### src/rtl/i2c_target_regs.sv
// i2c_target_regs: I2C target exposing NUM_REGS byte registers with write auto-increment and pointer reads
// Line inputs are resynchronised to clk_clk; all bus events come from edges of the synced copies.
module i2c_target_regs #(
  parameter logic [6:0] TARGET_ADDR = 7'h2A,
  parameter int         NUM_REGS    = 16
) (
  input  logic                  clk_clk,
  input  logic                  reset_reset_n,
  input  logic                  i2c_scl_in,
  input  logic                  i2c_sda_in,
  output logic                  i2c_scl_oe,
  output logic                  i2c_sda_oe,
  output logic [NUM_REGS*8-1:0] regs_q,
  output logic                  wr_stb,
  output logic [7:0]            wr_addr,
  output logic                  busy
);
  localparam int PW = $clog2(NUM_REGS);
  typedef enum logic [3:0] {IDLE, ADDR, ADDR_ACK, PTR, PTR_ACK, WDATA, WDATA_ACK, RDATA, RDATA_ACK, WAIT} state_t;
  state_t state, state_d;
  logic scl_s1, scl_s, scl_d, sda_s1, sda_s, sda_d;
  logic [7:0] shreg, rd_byte;
  logic [3:0] cnt;
  logic [PW-1:0] ptr, ptr_nx;
  logic nack, start, stop, re, fe, done, match, ptr_ok;
  logic shifting, ld, rd_shift, wr_en, ptr_ld, ptr_inc, sda_oe_d;
  assign start = scl_s & sda_d & ~sda_s;
  assign stop = scl_s & ~sda_d & sda_s;
  assign re = scl_s & ~scl_d & ~start & ~stop;
  assign fe = ~scl_s & scl_d & ~start & ~stop;
  assign done = fe && cnt == 4'd8;
  assign match = shreg[7:1] == TARGET_ADDR;
  assign ptr_ok = {24'd0, shreg} < 32'(NUM_REGS);
  assign rd_byte = regs_q[{ptr, 3'b000} +: 8];
  assign ptr_nx = (32'(ptr) == NUM_REGS - 1) ? '0 : ptr + 1'b1;
  assign i2c_scl_oe = 1'b0;
  // Idle-high reset values keep the synchronisers from inventing a START after reset.
  always_ff @(posedge clk_clk or negedge reset_reset_n)
    if (!reset_reset_n) {scl_s1, scl_s, scl_d, sda_s1, sda_s, sda_d} <= '1;
    else {scl_s1, scl_s, scl_d, sda_s1, sda_s, sda_d} <= {i2c_scl_in, scl_s1, scl_s, i2c_sda_in, sda_s1, sda_s};
  always_ff @(posedge clk_clk or negedge reset_reset_n)
    if (!reset_reset_n) state <= IDLE;
    else state <= state_d;
  always_comb begin
    state_d = state;
    case (state)
      ADDR:               if (done) state_d = match ? ADDR_ACK : WAIT;
      ADDR_ACK:           if (fe) state_d = shreg[0] ? RDATA : PTR;
      PTR:                if (done) state_d = ptr_ok ? PTR_ACK : WAIT;
      PTR_ACK, WDATA_ACK: if (fe) state_d = WDATA;
      WDATA:              if (done) state_d = WDATA_ACK;
      RDATA:              if (done) state_d = RDATA_ACK;
      RDATA_ACK:          if (fe) state_d = nack ? WAIT : RDATA;
      default:            ;
    endcase
    if (start) state_d = ADDR;
    if (stop) state_d = IDLE;
  end
  // The read pointer advances at the end of every transmitted byte, so a NACKed byte still counts.
  always_comb begin
    shifting = state inside {ADDR, PTR, WDATA};
    ld = fe && ((state == ADDR_ACK && shreg[0]) || (state == RDATA_ACK && !nack));
    rd_shift = fe && state == RDATA && cnt != 4'd8;
    wr_en = done && state == WDATA;
    ptr_ld = done && state == PTR && ptr_ok;
    ptr_inc = done && (state == WDATA || state == RDATA);
    sda_oe_d = (start | stop) ? 1'b0 :
               !fe ? i2c_sda_oe :
               (state_d inside {ADDR_ACK, PTR_ACK, WDATA_ACK}) ? 1'b1 :
               (state_d == RDATA) ? ~(ld ? rd_byte[7] : shreg[6]) : 1'b0;
  end
  always_ff @(posedge clk_clk or negedge reset_reset_n)
    if (!reset_reset_n) begin
      i2c_sda_oe <= 1'b0;
      shreg <= '0;
      cnt <= '0;
      ptr <= '0;
      nack <= 1'b0;
      regs_q <= '0;
      wr_stb <= 1'b0;
      wr_addr <= '0;
      busy <= 1'b0;
    end else begin
      i2c_sda_oe <= sda_oe_d;
      wr_stb <= wr_en;
      cnt <= (start || stop || (fe && state_d != state)) ? '0 : (re && (shifting || state == RDATA)) ? cnt + 4'd1 : cnt;
      if (re && shifting) shreg <= {shreg[6:0], sda_s};
      else if (ld) shreg <= rd_byte;
      else if (rd_shift) shreg <= {shreg[6:0], 1'b0};
      if (re && state == RDATA_ACK) nack <= sda_s;
      if (ptr_ld) ptr <= shreg[PW-1:0];
      else if (ptr_inc) ptr <= ptr_nx;
      if (wr_en) begin
        regs_q[{ptr, 3'b000} +: 8] <= shreg;
        wr_addr <= 8'(ptr);
      end
      busy <= stop ? 1'b0 : (done && state == ADDR) ? match : busy;
    end
endmodule

### config.mk
export PLATFORM = sky130hd
export DESIGN_NAME = i2c_target_regs
export DESIGN_NICKNAME = d
export VERILOG_FILES = /design/src/rtl/i2c_target_regs.sv
export SDC_FILE = /design/constraint.sdc
export NUM_CORES = 1
export LEC_CHECK = 0
export BUFFER_PORTS_ARGS = -buffer_cell sky130_fd_sc_hd__buf_2
export CAP_MARGIN = 15
export CORE_MARGIN = 5
export CORE_UTILIZATION = 51
export CTS_CLUSTER_SIZE = 10
export DETAILED_ROUTE_END_ITERATION = 7
export PLACE_DENSITY = 0.77
export SYNTH_ARGS = -nofsm -noshare
export SYNTH_HDL_FRONTEND = slang
export SYNTH_SLANG_ARGS = --single-unit
### constraint.sdc
create_clock -name clk_clk -period 2.72 [get_ports clk_clk]
set_clock_uncertainty 0.1 [all_clocks]
set_input_delay 0.408 -clock clk_clk [delete_from_list [all_inputs] [get_ports clk_clk]]
set_output_delay 0.408 -clock clk_clk [all_outputs]
set_load 0.02 [all_outputs]
[Word-level counts from Yosys, hierarchy flattened]
Index checks and enable logic that the tools add are counted.
Word-level totals
  register bits after elaboration: 162
  bits of input ports: 4
  word-level logic and storage cells: 117
Operators by class
  shift-type cells: 3
  eq/ne operators: 17
  $lt $le $gt $ge: 1
  bitwise gates (word level): 18
  multiplexer cells: 30
  $add $sub $neg: 3
  reduce and logical (&&, ||, !) cells: 29
Operator list (number)
  bitwise mux 128 bit: 1
  variable shift 8 x 9 -> 128 bit (first input constant): 1
  indexed part select 128 x 8 -> 8 bit: 1
  indexed part select 8 x 9 -> 128 bit: 1
  2-to-1 mux 4 bit: 17
  == test 4 x 3 -> 1 bit (second input constant): 7
  case mux 4 bit (7 select lines): 1
  2-to-1 mux 8 bit: 3
  logical AND 1 bit: 15
  == test 4 x 2 -> 1 bit (second input constant): 3
  == test 4 bit (second input constant): 3
  bitwise AND 1 bit: 10
  negation 7 -> 9 bit: 1
  nonzero test 3 bit: 3
  adder 4 x 1 -> 4 bit (second input constant): 2
  less-than comparator 8 x 5 -> 1 bit (second input constant): 1
  nonzero test 2 bit: 4
  == test 7 x 6 -> 1 bit (second input constant): 1
  2-to-1 mux 1 bit: 7
  inverter 1 bit: 7
  logical OR 1 bit: 5
  == test 4 x 1 -> 1 bit (second input constant): 1
  inequality test 4 bit: 1
  inequality test 4 bit (second input constant): 1
  4 further kinds: 4

[Longest topological paths before layout]
Gate-level depths: netlist (run 1).
  word-level depth: 15
  gate-level depth with buffers: 11

[Least setup slack after synthesis (run 1)]
No wires, ideal clock.
  kind: reg2reg
  from: reg ptr[1]
  to: reg regs_q[51]
  clock period less this slack: 2.860 ns
  arrival: 2.677 ns
  cell stages (with the launch flop): 10
  slack: -0.140 ns
  library setup time: 0.083 ns
  path through: dfrtp_1 > clkbuf_1 > buf_2 > inv_1 > ha_1 > nor3b_1 > and2_0 > clkbuf_1 > nand2_1 > o21ai_0
Between the ends
  longest elaborated chain between the ends: 3
  elaborated cells on any way between the ends: 4
Ends and longest elaborated chain
  start, declared: RTL line 24  | logic [PW-1:0] ptr, ptr_nx;
  start signal, assigned: RTL line 91  | if (ptr_ld) ptr <= shreg[PW-1:0];
  start signal, assigned: RTL line 92  | else if (ptr_inc) ptr <= ptr_nx;
  negation 7 -> 9 bit *: RTL line 94  | regs_q[{ptr, 3'b000} +: 8] <= shreg;
  indexed part select 8 x 9 -> 128 bit / variable shift 8 x 9 -> 128 bit (equally long branches): RTL line 94
  bitwise mux 128 bit *: RTL line 94
  end signal, assigned by index: RTL line 94
  end, declared: RTL line 13  | output logic [NUM_REGS*8-1:0] regs_q,
Every way passes the cells marked *; elsewhere a longest branch is shown, timed or not.
A chain may end at the register's enable or synchronous reset.

[Final worst setup path (run 1)]
  from: reg cnt[0]
  to: reg regs_q[2]
Between the ends
  longest elaborated chain between the ends: 3
Ends and longest elaborated chain
  start, declared: RTL line 23  | logic [3:0] cnt;
  start signal, assigned: RTL line 86  | cnt <= (start || stop || (fe && state_d != state)) ? '0 : (re && (shifting || state == RDATA)) ? cnt + 4'd1 : ...
  == test 4 bit: RTL line 31  | assign done = fe && cnt == 4'd8;
  logical AND 1 bit: RTL line 31
  logical AND 1 bit: RTL line 64  | wr_en = done && state == WDATA;
Every way passes these cells.

==> metrics list, run 1 <==
- Run status: finished, final reports clean
* Share of the cycle needed by the critical path after routing: 0.9351
- Leakage: between 4 and 5 nW
- Across every metal layer, demand over resource in global routing totals 0.2820.
- Half-perimeter wire length of the detailed placement result: 17500 µm
- Internal Power: roughly 4.0 mW
* Pin count of the biggest net entering global routing: 72
- For this block, the routed nets add up to approximately 25000 µm of wire.
- In this run the power spent charging and discharging nets is roughly 1.6 mW.
* Count of routing violations after the opening detailed-route iteration: between 500 and 600
- Minimum period implied by the final worst setup slack: around 2.5 ns
- Kind of launch point of the worst setup path: flop
- The worst hold path begins at sda_s1.
- Max Buffers Root-to-Sink: 2
- Crit path arrival time: about 2.8 ns
* Top cell types by occurrence after synthesis: nand2_1 (162), dfrtp_1 (156), o21ai_0 (113)
- Top cells by area in the synthesized netlist: dfrtp_1 (49%), mux4_2 (11%), nand2_1 (7.7%)
- Floorplan die area: approximately 0.018 mm²
- In this run, post-CTS repair resized a total of 0 instances.
- The share of synthesized area in the top cell type comes to 0.4923.
- IR analysis of the VDD net gives a maximum drop of just over 500 µV.
- Setup violations remaining at the end of the flow were counted as 0.
* Yosys top cell by area: dfrtp_1
- 0 antenna diodes ended up in the layout.
- For the final routed database, the setup TNS stands at 0 ns.
* Setup repair after global routing missed its margin: false
- Post-route insts no fill: approximately 1100
* Critical Path Start: cnt[0]
* Post-layout nets: between 900 and 1000
- Using the TritonRoute via totals, the vias-per-cell ratio works out to 6.139.
- The tree is rooted in a clkbuf_16.
* Post-CTS Setup Bufs: 0
- The initial utilization of the core area, before any placement, comes to 0.5216.
- Summing all placed instances gives a cell area of ~0.009 mm².
- Dividing the detail-routed wire length by the instance count gives 22.43 µm.
* Remaining global-route overflow: 0
* Gp weighted congestion: around 0.95
* Endpoint kind of the worst setup timing path: flop
* Critical Path RT: approximately 2.9 ns
- In this run, distinct cell masters in the synthesized netlist total 64.
- Die height: 134.7 µm
- Cell with the most instances after synthesis: nand2_1
* Post-Synthesis Mean Instance Area: 10.57 µm²
- Crit Reg-Reg Startpoint: cnt[0]
* Combinational share of power: 0.124
- Flip-flop and latch count after synthesis: around 160
- The routed layout has slightly below 7000 vias.
- Net Sw Frac: 0.2898
* Sequential-to-total area share from yosys stat: 0.5122
* Hold WS: roughly 0.26 ns
- Buffers placed on the I/O ports in this run total between 100 and 150.
- The first global-routing pass estimated roughly 40000 µm of wire.
* Fin area: about 0.0097 mm²
- Skew-Pair Late Insertion Delay: ~0.43 ns
* Number of buffers created by CTS: 17
- Placement row count: 45
- Total power consumption of the routed design: approximately 5.6 mW
* Overall die width: roughly 130 µm
- Counting flops with an async set or reset pin after synthesis yields a share of 1.000.
- The number of hold violations in the final report came to 0.
- Biggest fanout along the worst timing path: 8
* Worst hold-check path type: flop to flop
- Max-cap check violation count: 0
- Slew @ Worst Pin: ~0.67 ns
* Maximum level of the CTS H-tree: 4
* Std-Cell Core Area: between 0.015 and 0.02 mm²
* Final-report max-slew violation count: 0
* Post-synth design cell area: 0.007929 mm²
- For this run, the leading register cell type out of synthesis is dfrtp_1.
* Cell count after placement: about 1100
- Pre-Repair DR Iteration Count: 7
- TritonCTS built the clock tree.
* Yosys warns: 0
- Remaining DRCs: 0
- Counting flops with a built-in enable in the synthesized netlist gives 0.
* Post-Syn Instances: 750
* Share of total power in sequential cells: 0.455
- For this run, the top clock speed supported by timing is roughly 400 MHz.
- Once detail routing completed, the nets flagged for antenna violations numbered 0.
- The via count of the first global-routing pass was 6890.
- Number of primary I/O pins: about 140
- Worst setup path category: flop to flop
- Power Density: about 580 mW/mm²
* Antenna violations before repair: 1
* Clk slew on worst S/H paths: 0.07 ns
* Share of final-layout standard cells stronger than drive strength 1: 0.3323
- Relative to the synthesized area, the layout overhead comes to 21.82%.
- Clk network pwr share: 0.422
- Clock tree sinks: about 160
- Max-slew headroom: 0.5524
path summary, 6_finish.rpt:
| path | slack [ns] | endpoint | depth (start not counted) |
|---|---|---|---|
| worst min-delay path | 0.26 | sda_s | 0 |
| worst min register to register | 0.26 | sda_s | 0 |
| min in group asynchronous | 0.46 | regs_q[9] | 2 |
| worst max register to register | 0.18 | regs_q[2] | 8 |
| max in group asynchronous | 1.24 | ptr[0] | 3 |
| worst max-delay path | 0.18 | regs_q[2] | 8 |
logic make-up (layout without fill, tap and decap cells):
group           count (synthesis)  after routing  synth area share
simple gates                  279            279            0.1655
xor+xnor                        9              9          0.009941
buf+inv                        62            232           0.03535
compound gates                157            157            0.1075
mux                            73             73            0.1580
fa+ha+maj                       7              7           0.01105
flops                         162            162            0.5122
other cells                     1              5         0.0004730
power by group through the flow:
stage	Clock, mW	Combinational (mW)	Sequential, mW
final	2.37	0.697	2.56
after CTS	2.38	0.684	2.55
after global routing	2.50	0.750	2.56
after detailed placement	0	0.681	2.60
after floorplan	0	0.375	2.58
after global placement	0	0.671	2.60
flip-flops by register name (all words and copies together) (netlist names):
name        flops
state           4
nack            1
wr_addr         4
i2c_sda_oe      1
shreg           8
sda_s1          1
regs_q        128
scl_s           1
scl_d           1
cnt             4
busy            1
sda_d           1
ptr             4
sda_s           1
wr_stb          1
scl_s1          1
cell type report:
type | count | area (µm²)
clock buffer | 18 | 429.2
sequential | 162 | 4063
timing repair buffer | 191 | 1140
tap | 188 | 235.2
clock inverter | 14 | 151.4
inverter | 9 | 33.78
fill | 1176 | 5543
multi-input combinational | 530 | 3607
repair_timing:
action,4_1_cts,5_1_grt
setup endpoints to repair,0,0
hold endpoints to repair,70,0
hold buffers,3,0
metrics by stage:
stage / utilization / setup WS (ns)
after floorplan: - / 0.04815
after global placement: 0.5952 / 0.2769
after detailed placement: 0.5952 / 0.2246
after CTS: 0.6354 / 0.1898
after global routing: 0.6354 / 0.03714
final: 0.6354 / 0.1765
critical path: stages, from the launching register on:
cell      delay (ns)
dfrtp_1         0.44
inv_1           0.08
ha_1            0.15
nand3b_1        0.14
or4_4           0.46
or2_1           0.27
nor4_4          0.21
buf_4           0.22
mux2_2          0.35
cell usage in the layout, fill, tap and decap left out, drive strengths merged, types with 11 or more instances in the layout:
master and count:
buf 188, clkbuf 18, mux4 39, a21oi 18, nor2 27, nand4 11
inv 15, nand2 162, mux2 27, o21ai 114, dfrtp 156, nand3 25
layer usage:
metal	vias to the layer above	part of all wire	GRT usage
li1	2991	-	-
met4	2	0.047	0.1346
met3	79	0.080	0.06744
met2	372	0.49	0.4583
met1	3383	0.38	0.3578
met5	-	0.00052	0
Power figures use the tool's default switching activity.
==> run 2, diff against run 1 <==
--- a/config.mk
+++ b/config.mk
@@ -5,6 +5,7 @@
 export SDC_FILE = /design/constraint.sdc
 export NUM_CORES = 1
 export LEC_CHECK = 0
+export ABC_AREA = 1
 export BUFFER_PORTS_ARGS = -buffer_cell sky130_fd_sc_hd__buf_2
 export CAP_MARGIN = 15
 export CORE_MARGIN = 5
@@ -12,6 +13,7 @@
 export CTS_CLUSTER_SIZE = 10
 export DETAILED_ROUTE_END_ITERATION = 7
 export PLACE_DENSITY = 0.77
+export SLEW_MARGIN = 20
 export SYNTH_ARGS = -nofsm -noshare
 export SYNTH_HDL_FRONTEND = slang
 export SYNTH_SLANG_ARGS = --single-unit
==> run 2 against run 1 <==
- clock power rose by 5%
- sequential power is 2% higher
- setup slack gained 0.017 ns
- register-to-register slack better by 0.02 ns
- flip-flop and latch count unchanged
- largest cell class unchanged
- largest power group unchanged
==> metrics list, run 2 <==
- Run status: finished, final reports clean (unchanged)
- Top cells by area in the synthesized netlist: dfrtp_1 (47%), o21ai_0 (9.7%), nand2_1 (9.5%) (was dfrtp_1 (49%), mux4_2 (11%), nand2_1 (7.7%)).
- Top cell types by occurrence after synthesis: nand2_1 (208), o21ai_0 (159), dfrtp_1 (156) (was nand2_1 (162), dfrtp_1 (156), o21ai_0 (113)).
* Post-synth design cell area: 0.008225 mm² (was 0.007929 mm²)
- Cell with the most instances after synthesis: nand2_1 (unchanged)
* Top_reg_cell synth: dfrtp_1 (unchanged)
* Kind of launch point of the worst setup path: flop (unchanged)
- The total number of clock tree sinks is 162 (unchanged).
* Worst-case reg-to-reg path depth: 10 (was 8)
- Sequential-to-total area share from yosys stat: 0.4938 (was 0.5122)
* Count of routing violations after the opening detailed-route iteration: 947 (was 547)
* Antenna diode instance count: 0 (unchanged)
* Worst setup timing slack at the placement stage: 0.1471 ns (was 0.2246 ns)
* Std-Cell Core Area: 0.01583 mm² (was 0.01520 mm²)
* Startpoint of the lowest-slack hold path: scl_s1 (was sda_s1)
- Yosys warns: 0 (unchanged)
- Vias per std cell: 5.872 (was 6.139)
- Clk slew on worst S/H paths: 0.06 ns (was 0.07 ns)
- Via count: 8104 (was 6827)
* Overall die width: 137.0 µm (was 134.7 µm)
- The final antenna-violating net count came to 0 (unchanged).
* FMAX: 395.8 MHz (was 393.2 MHz)
- Final wirelength: 28370 µm (was 24940 µm)
- Flip-flop and latch count after synthesis: 162 (unchanged)
- First-pass GRT wire length: 42810 µm (was 38880 µm)
- Peak supply drop: 526.6 µV (was 515.2 µV)
* Slew @ Worst Pin: 0.5628 ns (was 0.6715 ns)
- The via count of the first global-routing pass was 7536 (was 6890).
* Worst setup path category: flop to flop (unchanged)
- The final net count is 1162 (was 922).
* Floorplan die area: 0.01877 mm² (was 0.01814 mm²)
- Final-report max-slew violation count: 0 (unchanged)
- Flip-flop count of the largest register after layout: 128 (unchanged)
- The shortest clock period the worst path allows after layout is 2.526 ns (was 2.544 ns).
* Power Density: 623.1 mW/mm² (was 582.3 mW/mm²)
- Top library cells by usage in the layout, fill and taps aside: nand2_1 (208), o21ai_0 (159), dfrtp_1 (154) (was nand2_1 (162), dfrtp_1 (155), buf_2 (137)).
- The average size of a mapped cell came to 8.112 µm² (was 10.57 µm²).
- Worst reg2reg setup slack: 0.19 ns (was 0.18 ns)
* Half-perimeter wire length of the detailed placement result: 21110 µm (was 17500 µm)
- Count of flip-flops with a built-in enable after synthesis: 0 (unchanged)
* Overall global routing resource usage: 0.3062 (was 0.2820)
- The required arrival time at the worst endpoint is 2.94 ns (was 2.93 ns).
- Share of final-layout standard cells stronger than drive strength 1: 0.2010 (was 0.3323)
- Die height: 137.0 µm (was 134.7 µm)
- Worst Hold End: scl_s (was sda_s)
- Final sum of negative setup slack: 0 ns (unchanged)
- The largest register by flop count is regs_q (unchanged).
- Setup repair after global routing missed its margin: false (unchanged)
* Gp weighted congestion: 1.018 (was 0.9479)
* Remaining global-route overflow: 0 (unchanged)
- Async SR Flop Fraction: 1.000 (unchanged)
- The capture instance of the worst register-to-register path is regs_q[42] (was regs_q[2]).
- Biggest fanout along the worst timing path: 16 (was 8)
- The number of setup violations in the final report was 0 (unchanged).
* PortBufs: 138 (unchanged)
- Fraction of synthesized cell area taken by the top area cell type: 0.4746 (was 0.4923)
- Number of buffers created by CTS: 17 (unchanged)
- The worst hold path class was flop to flop (unchanged).
- The number of hold violations in the final report was 0 (unchanged).
- The synthesized netlist cell count came to 1014 (was 750).
* Crit path arrival time: 2.74 ns (was 2.75 ns)
- The initial core utilization came to 0.5197 (was 0.5216).
- Leakage: 4.929 nW (was 4.646 nW)
- The worst-case setup margin in the final layout is 0.1937 ns (was 0.1765 ns).
- The number of buffers between clock root and the deepest sink came to 2 (unchanged).
* Most common cell after layout, fill and taps aside: nand2_1 (unchanged)
- Pre-Repair DR Iteration Count: 7 (unchanged)
- The relative slew slack was 0.6209 (was 0.5524).
* Yosys top cell by area: dfrtp_1 (unchanged)
- The number of violations of the max-capacitance limit came to 0 (unchanged).
- Count of cell types in the netlist: 39 (was 64)
- Remaining DRCs: 0 (unchanged)
* Antenna violations before repair: 0 (was 1)
- Number of cells on the worst hold path: 0 (unchanged)
- The count of H-tree levels built during CTS is 4 (unchanged).
* TritonCTS clock tree: yes (unchanged)
- Crit Reg-Reg Startpoint: cnt[0] (unchanged)
- The area overhead of the layout relative to synthesis is 19.93% (was 21.82%).
* Post-route insts no fill: 1380 (was 1112)
- Endpoint kind of the worst setup timing path: flop (unchanged)
* Skew-Pair Late Insertion Delay: 0.43 ns (about the same)
- The post-placement cell count is 1344 (was 1077).
* Root buf cell: clkbuf_16 (unchanged)
* Placement row count: 46 (was 45)
* Pin count of the biggest net entering global routing: 77 (was 72)
- Top Registers: regs_q (128), shreg (8) (unchanged).
- The I/O pin count is 144 (unchanged).
- WL/cell: 20.56 µm (was 22.43 µm)
- Share of the cycle needed by the critical path after routing: 0.9288 (was 0.9351)
[run 2: area by class of cell]
class | count | area, µm²
sequential | 162 | 4064
inverter | 105 | 396.6
clock buffer | 20 | 456.7
multi-input combinational | 697 | 3528
fill | 1378 | 5963
clock inverter | 12 | 156.4
tap | 216 | 270.3
timing repair buffer | 168 | 992.2
[run 2: power breakdown]
part / internal (mW) / total, mW / switching [mW] / leakage [nW]
sequential: 2.51 / 2.62 / 0.114 / 2.23
clock: 1.49 / 2.49 / 0.992 / 0.289
combinational: 0.281 / 1.04 / 0.759 / 2.41
[run 2: per-stage QoR]
step,power (mW),util,area [µm²],hold slack (ns)
2_1_floorplan,3.325,-,8244,0.01241
3_3_place_gp,3.681,0.5809,9195,0.2246
3_5_place_dp,3.678,0.5809,9195,0.2292
4_1_cts,6.141,0.6216,9838,0.2553
5_1_grt,6.411,0.6232,9864,0.2621
6_report,6.146,0.6232,9864,0.2532
[run 2: worst max-delay path, cell delays in order, from the launching register on]
cell     delay, ns
dfrtp_1       0.40
inv_1         0.09
ha_1          0.18
nand3_1       0.12
nor2_2        0.22
nand2_4       0.10
nor2_8        0.12
inv_4         0.07
nor2_8        0.18
nand4_2       0.39
o31ai_1       0.42
[run 2: logic make-up after synthesis]
logic type,count (synthesis),synth area share
AO/OA/AOI/OAI,272,0.1917
XOR/XNOR,5,0.006237
adder cells (fa/ha/maj),7,0.01065
buffers and inverters,159,0.07971
flip-flops,162,0.4938
multiplexers,1,0.001217
other,1,0.0004559
AND/OR/NAND/NOR,407,0.2163
[run 2: worst max-delay path by stage]
stage / endpoint / depth (start not counted) / slack [ns] / start
5_1_grt: shreg[3] / 10 / 0.04 / sda_s
4_1_cts: shreg[3] / 10 / 0.13 / sda_s
2_1_floorplan: regs_q[38] / 13 / 0.05 / ptr[0]
3_5_place_dp: shreg[3] / 10 / 0.15 / sda_s
6_report: regs_q[42] / 10 / 0.19 / cnt[0]
3_3_place_gp: shreg[5] / 10 / 0.18 / sda_s
[run 2: repair_timing]
| item | 4_1_cts | 5_1_grt |
|---|---|---|
| gates resized for setup | 0 | 2 |
| endpoints found under the setup margin | 0 | 10 |
| endpoints found under the hold margin | 31 | 0 |
| setup buffers | 0 | 1 |
| hold buffers | 3 | 0 |
[run 2: metal layers]
layer | track usage | share of wire | vias to the layer above
li1 | - | - | 3683
met2 | 0.4564 | 0.44 | 546
met5 | 0 | 0 | -
met1 | 0.4034 | 0.38 | 3768
met4 | 0.1469 | 0.053 | 0
met3 | 0.1007 | 0.13 | 107
==> run 3, diff against run 2 <==
--- a/config.mk
+++ b/config.mk
@@ -13,6 +13,7 @@
 export CTS_CLUSTER_SIZE = 10
 export DETAILED_ROUTE_END_ITERATION = 7
 export PLACE_DENSITY = 0.77
+export REMOVE_ABC_BUFFERS = 1
 export SLEW_MARGIN = 20
 export SYNTH_ARGS = -nofsm -noshare
 export SYNTH_HDL_FRONTEND = slang
==> run 3 against run 2 <==
- highest routed layer unchanged
- cell area fell by 0.16%
- cell count stayed put
- clock power increased by 4%
- core utilization shrank 0.10 points
- setup slack gained 0.026 ns
- critical path type unchanged
- via count is 0.38% lower
- register-to-register slack better by 0.03 ns
- sequential share of layout area rose by 0.055 points
- flip-flop and latch count stayed put
- total power rose by 1.6%
- combinational power barely moved
- global-route usage decreased by 0.72 points
==> metrics list, run 3 (synthesized netlist as in run 2, its figures left out) <==
- The worst hold path class is flop to flop (unchanged).
- The area overhead of the layout relative to synthesis is 19.73% (was 19.93%).
- PortBufs: 138 (unchanged)
- Worst setup path category: flop to flop (unchanged)
* Vias per std cell: 5.850 (was 5.872)
* Final antenna-violating net count: 0 (unchanged)
- The via count of the first global-routing pass is 7487 (was 7536).
- The relative slew slack was 0.5742 (was 0.6209).
- First-pass GRT wire length: 42480 µm (was 42810 µm)
* Most common cell after layout, fill and taps aside: nand2_1 (unchanged)
* Post-route insts no fill: 1380 (unchanged)
- The worst hold slack after final layout came to 0.2574 ns (was 0.2532 ns).
- Count of routing violations after the opening detailed-route iteration: 962 (was 947)
* Minimum period implied by the final worst setup slack: 2.500 ns (was 2.526 ns)
- Placement row count: 46 (unchanged)
* Top library cells by usage in the layout, fill and taps aside: nand2_1 (208), o21ai_0 (159), dfrtp_1 (155) (was nand2_1 (208), o21ai_0 (159), dfrtp_1 (154))
- The final-report max-slew violation count came to 0 (unchanged).
* Clock tree sinks: 162 (unchanged)
- The clock buffer count from CTS is 17 (unchanged).
- WL/cell: 19.98 µm (was 20.56 µm)
- Antenna violations before repair: 0 (unchanged)
- The area occupied by registers was 0.004063 mm² (was 0.004064 mm²).
- Setup repair after global routing missed its margin: false (unchanged).
- Run status: finished, final reports clean (unchanged).
* Overall global routing resource usage: 0.2991 (was 0.3062)
* Std-Cell Core Area: 0.01583 mm² (unchanged)
* Endpoint kind of the worst setup timing path: flop (unchanged)
* Crit path arrival time: 2.70 ns (was 2.74 ns)
* Critical Path RT: 2.92 ns (was 2.94 ns)
- The number of hold violations in the final report was 0 (unchanged).
* FMAX: 400.0 MHz (was 395.8 MHz)
- The I/O pin count came to 144 (unchanged).
- Skew-Pair Late Insertion Delay: 0.43 ns (about the same)
* Overall die width: 137.0 µm (unchanged)
- The via count of the routed design was 8073 (was 8104).
- Pin count of the biggest net entering global routing: 77 (unchanged)
- Top Registers: regs_q (128), shreg (8) (unchanged).
* Max-cap check violation count: 0 (unchanged)
- The post-placement cell count is 1345 (was 1344).
- The count of H-tree levels built during CTS came to 4 (unchanged).
- Final wirelength: 27570 µm (was 28370 µm)
- Power Density: 633.8 mW/mm² (was 623.1 mW/mm²)
* Share of final-layout standard cells stronger than drive strength 1: 0.1993 (was 0.2010)
- Clk slew on worst S/H paths: 0.06 ns (about the same)
- Worst setup timing slack at the placement stage: 0.2570 ns (was 0.1471 ns)
- The total global routing overflow came to 0 (unchanged).
- The total inserted antenna cells is 0 (unchanged).
- Register bank with the most flops: regs_q (unchanged)
* Fill cell instance count of the final layout: 1382 (was 1378)
- The final-layout setup total negative slack was 0 ns (unchanged).
* Pre-Repair DR Iteration Count: 7 (unchanged)
* Fin area: 0.009848 mm² (was 0.009864 mm²)
- The post-route core utilization was 0.6222 (was 0.6232).
* Die height: 137.0 µm (unchanged)
* Peak supply drop: 481.5 µV (was 526.6 µV)
* Starting utilization of the core area: 0.5197 (unchanged)
- The startpoint type of the worst setup path was a flop (unchanged).
* Flip-flop count of the largest register after layout: 128 (unchanged)
- The root buffer cell is clkbuf_16 (unchanged).
- Max Buffers Root-to-Sink: 2 (unchanged)
- TritonCTS clock tree: yes (unchanged)
- Post-layout nets: 1162 (unchanged)
- The slew of the pin with the lowest slew margin came to 0.6372 ns (was 0.5628 ns).
- The final estimated routing congestion in global placement came to 0.9805 (was 1.018).
* Combined area of the multi-input logic cells: 0.003528 mm² (unchanged)
- Half-perimeter wire length of the detailed placement result: 19710 µm (was 21110 µm)
* Worst path setup slack after routing: 0.2198 ns (was 0.1937 ns)
- Biggest fanout along the worst timing path: 14 (was 16)
- Total power consumption of the routed design: 6.242 mW (was 6.146 mW)
- Share of the cycle needed by the critical path after routing: 0.9192 (was 0.9288)
- Floorplan die area: 0.01877 mm² (unchanged)
- Number of endpoints failing setup at the final stage: 0 (unchanged)
* Remaining DRCs: 0 (unchanged)
- The leakage dissipation came to 4.922 nW (was 4.929 nW).
* Placed Area: 0.009178 mm² (was 0.009195 mm²)
## run 3: cell count changes in the layout (fill, tap and decap cells not counted), sizes merged
cell      previous run  this run
bufinv               3         4
clkinv               7         6
clkinvlp             4         3
inv                103       104
## run 3: area by class of cell
type,count,area share
tap,216,0.02744
multi-input combinational,697,0.3583
inverter,105,0.04027
sequential,162,0.4125
timing repair buffer,168,0.09694
clock inverter,12,0.01817
clock buffer,20,0.04637
## run 3: report_power, final
group	internal, mW	switching (mW)	leakage, nW
sequential	2.51	0.105	2.23
combinational	0.288	0.758	2.39
clock	1.59	0.996	0.303
total	4.38	1.86	4.92
## run 3: critical path, stage by stage (launching register included)
cell and delay [ns]:
dfstp_2 0.59, inv_2 0.05, nor3_1 0.37, nor2_4 0.11, nand3_1 0.13, nor3_2 0.06, o21ai_0 0.13, nand3_1 0.44
o211ai_1 0.27, o21ai_0 0.11
## run 3: metal layers
layer  vias to the layer above  routed length [µm]  global-route usage
li1                       3678                   -                   -
met1                      3817               11530              0.4267
met2                       520               11880              0.4313
met3                        58                3456             0.09081
met4                         0                 705              0.1075
met5                         -                   0                   0
## run 3: path summary, 6_finish.rpt
| check | from | slack (ns) | end | cells past startpoint |
|---|---|---|---|---|
| worst max-delay path | scl_s | 0.22 | shreg[6] | 9 |
| max in group asynchronous | reset_reset_n | 1.27 | regs_q[31] | 3 |
| worst min-delay path | sda_s1 | 0.26 | sda_s | 0 |
| worst max register to register | scl_s | 0.22 | shreg[6] | 9 |
| min in group asynchronous | reset_reset_n | 0.41 | regs_q[119] | 2 |
| worst min register to register | sda_s1 | 0.26 | sda_s | 0 |
## run 3: what timing repair did
item / in CTS / in global routing
hold endpoints to repair: 52 / 0
hold buffers: 3 / 0
endpoints found under the setup margin: 0 / 4
buffers inserted: 0 / 0
gates resized for setup: 0 / 1
